--- src/rtl/instruction_program_loader.sv ---
// rtl/instruction_program_loader.sv - byte-stream program loader and 16-bit instruction fetch port
module instruction_program_loader #(
    parameter int          ADDR_W    = 8,
    parameter int          DEPTH     = 256,
    parameter logic [15:0] HALT_WORD = 16'hE000
) (
    input  logic              clk,
    input  logic              rst,
    input  logic              load_start,
    input  logic              load_end,
    input  logic [7:0]        rx_data,
    input  logic              rx_valid,
    output logic              rx_ready,
    input  logic [ADDR_W-1:0] fetch_addr,
    output logic [15:0]       instruction,
    output logic [ADDR_W:0]   prog_len,
    output logic              loading,
    output logic              load_error
);

    typedef enum logic [1:0] {IDLE, WAIT_HI, WAIT_LO, RUN} state_t;

    localparam logic [ADDR_W-1:0] LAST_ADDR = ADDR_W'(DEPTH - 1);

    state_t              state_q, state_d;
    logic [ADDR_W-1:0]   wr_ptr_q, wr_ptr_d;
    logic [ADDR_W:0]     prog_len_q, prog_len_d;
    logic [7:0]          hi_byte_q, hi_byte_d;
    logic                load_error_q, load_error_d;
    logic                mem_we;
    logic                transfer;
    logic [15:0]         mem [DEPTH];

    assign loading  = (state_q == WAIT_HI) || (state_q == WAIT_LO);
    assign rx_ready = loading && !load_end;
    assign transfer = rx_valid && rx_ready;

    always_comb begin
        state_d      = state_q;
        wr_ptr_d     = wr_ptr_q;
        prog_len_d   = prog_len_q;
        hi_byte_d    = hi_byte_q;
        load_error_d = load_error_q;
        mem_we       = 1'b0;
        case (state_q)
            IDLE, RUN: begin
                if (load_start) begin
                    state_d      = WAIT_HI;
                    wr_ptr_d     = '0;
                    prog_len_d   = '0;
                    load_error_d = 1'b0;
                end
            end
            WAIT_HI: begin
                if (load_end) begin
                    state_d = RUN;
                end else if (transfer) begin
                    hi_byte_d = rx_data;
                    state_d   = WAIT_LO;
                end
            end
            WAIT_LO: begin
                // A load ending between the two bytes drops the half word
                if (load_end) begin
                    load_error_d = 1'b1;
                    state_d      = RUN;
                end else if (transfer) begin
                    mem_we     = 1'b1;
                    prog_len_d = {1'b0, wr_ptr_q} + 1'b1;
                    if (wr_ptr_q == LAST_ADDR) begin
                        state_d = RUN;
                    end else begin
                        wr_ptr_d = wr_ptr_q + 1'b1;
                        state_d  = WAIT_HI;
                    end
                end
            end
            default: state_d = IDLE;
        endcase
    end

    always_ff @(posedge clk or posedge rst) begin
        if (rst) begin
            state_q      <= IDLE;
            wr_ptr_q     <= '0;
            prog_len_q   <= '0;
            hi_byte_q    <= '0;
            load_error_q <= 1'b0;
        end else begin
            state_q      <= state_d;
            wr_ptr_q     <= wr_ptr_d;
            prog_len_q   <= prog_len_d;
            hi_byte_q    <= hi_byte_d;
            load_error_q <= load_error_d;
        end
    end

    // Store is not reset; stale words stay hidden behind prog_len
    always_ff @(posedge clk) begin
        if (mem_we) begin
            mem[wr_ptr_q] <= {hi_byte_q, rx_data};
        end
    end

    assign instruction = ((state_q == RUN) && ({1'b0, fetch_addr} < prog_len_q))
                         ? mem[fetch_addr] : HALT_WORD;
    assign prog_len    = prog_len_q;
    assign load_error  = load_error_q;

endmodule

--- config.mk ---
export PLATFORM = sky130hd
export DESIGN_NAME = instruction_program_loader
export DESIGN_NICKNAME = d
export VERILOG_FILES = /design/src/rtl/instruction_program_loader.sv
export SDC_FILE = /design/constraint.sdc
export NUM_CORES = 2
export LEC_CHECK = 0
export BUFFER_PORTS_ARGS = -buffer_cell sky130_fd_sc_hd__buf_2
export CAP_MARGIN = 30
export CORE_ASPECT_RATIO = 0.6
export CORE_MARGIN = 4
export CORE_UTILIZATION = 45
export DETAILED_ROUTE_END_ITERATION = 6
export SLEW_MARGIN = 25
export SYNTH_ARGS = -nofsm -noshare
export SYNTH_HDL_FRONTEND = slang
export SYNTH_SLANG_ARGS = --single-unit
--- constraint.sdc ---
create_clock -name clk -period 6.4 [get_ports clk]
set_clock_uncertainty 0.2 [all_clocks]
set_input_delay 0.32 -clock clk [delete_from_list [all_inputs] [get_ports clk]]
set_output_delay 0.32 -clock clk [all_outputs]
set_load 0.01 [all_outputs]
==> flow_summary.toml <==
[clocking]
root_buffer = "clkbuf_16"
cts_setup_buffers = 0
cts_tree = "yes"
cts_sinks = 4124
clock_path_buffers = 4
cts_made_buffers = 371
ctsHoldBuffers = 17
insertion_delay_ns = 0.93
path_clk_slew_ns = 0.06
cts_htree_levels = 5
post_cts_resized = 0

[hold_path]
hold_depth = 2
hold_path.class = "primary input to register"

[timing]
fin_crit_sh_pct = 89.15
maxSlewViolCount = 0
rsz0062_at_grt = "false"
setup_tns_ns = 0
min_period_ns = 5.706
max_freq_mhz = 175.3
setup_violations = 0
finalHoldViolCount = 0
max-slew-margin-rel_pct = 15.65
worst_pin_slew_ns = 1.265
fin_ws_ns = 0.6942

[status]
outcome = "complete, no violations"

[route]
ant_nets = 0
wl_mm = 504.8
drtIter0Drc = 13530
wl_per_cell_um = 37.84
drc = 0
firstDrtPassIters = 6
routed_via_density = 6.495
route.vias.total = 86650

[setup_path]
cp_data_required_time_ns = 5.88
cp_max_fo = 80
crit_arrival_ns = 5.19
end_kind = "output port"
crit_slowest_cell = "o32ai_1"
crit_chain = "buf_12 -> buf_12 -> nor2_1 -> buf_4 -> a221oi_1 -> a221oi_1 -> o32ai_1 -> nand4_1 -> o21ai_0 -> buf_4 -> or3_1 -> buf_2"
reg2reg_depth = 8
cp_slowest_stage_delay_ns = 0.92
setup.worst_path.start_class = "primary input"
path_class = "primary input to output port"

[synthesis]
synth_edf_count = 4096
synthMuxAreaShare_pct = 14.21
synth_seq_cells = 4124
synth_common_cells = "edfxtp_1 (4096), mux4_2 (698), mux2i_1 (678), nor2_1 (363), a221oi_1 (206)"
yosys-top-cells-area = "edfxtp_1 (77%), mux4_2 (9.8%), mux2i_1 (4.2%)"
yosysMostFrequentCell = "edfxtp_1"
ys_types = 70
syn-instance-count = 7800
yosys.area_share.adder_pct = 0.1171
ys_seq_area_share_pct = 77.15
syn_area_um2 = 160300
synth_simple_gate_area_share_pct = 2.105
synth_top_family_by_area = "multiplexers"
syn_nets = 7836
ys_warn_count = 0
ys.flop_type = "edfxtp_1"
yosys.area.top_type = "edfxtp_1"
synthArstFlopShare_pct = 0.6790
synth_top_area_share_pct = 76.71
syn_avg_cell_area_um2 = 20.56
synth_compound_area_share_pct = 4.451
synthXorXnorAreaFrac_pct = 0.03278

[grt]
met1_usage_pct = 41.80
grt_pass1_vias = 81670
grt_use_total_pct = 27.17
grt-ovfl-total = 0
grt-busiest-layer = "met1"
grt_first_pass_wirelength_mm = 690.0
gr-usage-met2_pct = 35.74
grt_max_degree = 179
grt_util_met3_pct = 10.81
antenna_found_initial = 45

[floorplan]
die_h_um = 470.4
die-area_um2 = 366200
start_util_pct = 45.29
die_w_um = 778.6
io_pins = 49
rows = 169
core-area_um2 = 354000

[power]
clkPwrFrac_pct = 37.2
p_leak_nw = 58.11
vdd_drop_max_uv = 384.6
intPower_mw = 45.28
power.total_mw = 59.92
switchingPower_mw = 14.64
combPwrFrac_pct = 9.0
sw_frac_of_total_pct = 24.44
seqPwrFrac_pct = 53.8
cellPowerDensity_nw_per_um2 = 330.6

[finish]
utilization_pct = 51.21
final_area_um2 = 181300
drive_gt1_share_pct = 22.75
nets = 8373
area.growth.synth_to_final_pct = 13.06

[run]
maxCapViolations = 0

[placed_design]
dp.final_hpwl_mm = 314.9
placed_area_um2 = 169100
io_buffer_count = 48
routabilityCongestion = 0.8894
dp_slack_ns = 1.056
routing by layer:
layer	routed length [µm]	vias up	part of all wire (%)
li1	-	33750	-
met4	14210	16	2.8
met3	80320	744	16
met2	203100	6209	40
met5	102	-	0.020
met1	207000	45930	41
cells by family (layout without fill, tap and decap cells):
kind of cell             Yosys count  in the layout
XOR/XNOR                           6              6
adder cells (fa/ha/maj)           15             15
multiplexers                    1400           1400
buffers and inverters            505           1331
flip-flops                      4124           4124
AND/OR/NAND/NOR                  760            760
other                              0             14
AO/OA/AOI/OAI                    990            990
metrics by stage:
step,instances,hold slack (ns)
finish,13340,0.1332
global route,13330,0.09234
global placement,12620,0.2226
detailed placement,12640,0.2307
CTS,13320,0.03834
floorplan,7800,0.1854
layout make-up:
| type | count | area, µm² |
|---|---|---|
| antenna | 14 | 35.03 |
| tap | 4702 | 5883 |
| inverter | 23 | 98.84 |
| fill | 27820 | 172700 |
| sequential | 4124 | 123700 |
| multi-input combinational | 3171 | 33860 |
| timing repair buffer | 646 | 5868 |
| clock inverter | 204 | 2002 |
| clock buffer | 458 | 9801 |
flip-flops by register name (all words and copies together), names as in the netlist:
| signal | cells |
|---|---|
| state_q | 2 |
| mem | 4096 |
| hi_byte_q | 8 |
| wr_ptr_q | 8 |
| prog_len | 9 |
| load_error | 1 |
critical path: cells and delay by family:
kind                   cells  cell delay, ns
and+or+nand+nor            3            0.84
AOI/OAI and AO/OA          4            2.14
buffers and inverters      5            1.65
cells in the final DEF, fill, tap and decap left out, types with 15 or more instances in the layout:
cell	instances
a211oi_1	38
a21oi_1	116
a221o_1	89
a221oi_1	206
a22oi_1	121
a31oi_1	18
buf_12	63
buf_2	40
buf_4	495
bufinv_16	35
clkbuf_1	77
clkbuf_16	379
clkinv_1	78
clkinv_2	64
dfrtp_1	20
dlygate4sd3_1	17
edfxtp_1	4096
ha_1	15
inv_1	20
mux2_2	24
mux2i_1	678
mux4_2	698
nand2_1	110
nand2_2	20
nand2b_1	28
nand3_1	61
nand4_1	22
nor2_1	320
nor2_2	32
nor3_1	73
nor4_1	17
o211ai_1	20
o21ai_0	174
o22ai_1	74
o31ai_1	26
power by group through the flow:
stage                     Clock (mW)  Sequential [mW]  Combinational, mW
after floorplan                    0             33.7               1.64
after global placement             0             32.9               4.88
after detailed placement           0             32.9               5.14
after CTS                       22.5             32.3               5.16
after global routing            23.7             32.2               5.56
final                           22.3             32.2               5.40
worst paths after layout:
kind | startpoint | end | slack, ns
worst min register to register | prog_len[7] | prog_len[7] | 0.38
worst min-delay path | rx_data[2] | mem[166][2] | 0.13
worst max-delay path | fetch_addr[0] | instruction[8] | 0.69
min in group asynchronous | rst | wr_ptr_q[3] | 0.36
max in group asynchronous | rst | hi_byte_q[3] | 5.29
worst max register to register | state_q[0] | mem[53][12] | 1.84
No activity file was read; power rests on OpenSTA's default activity.
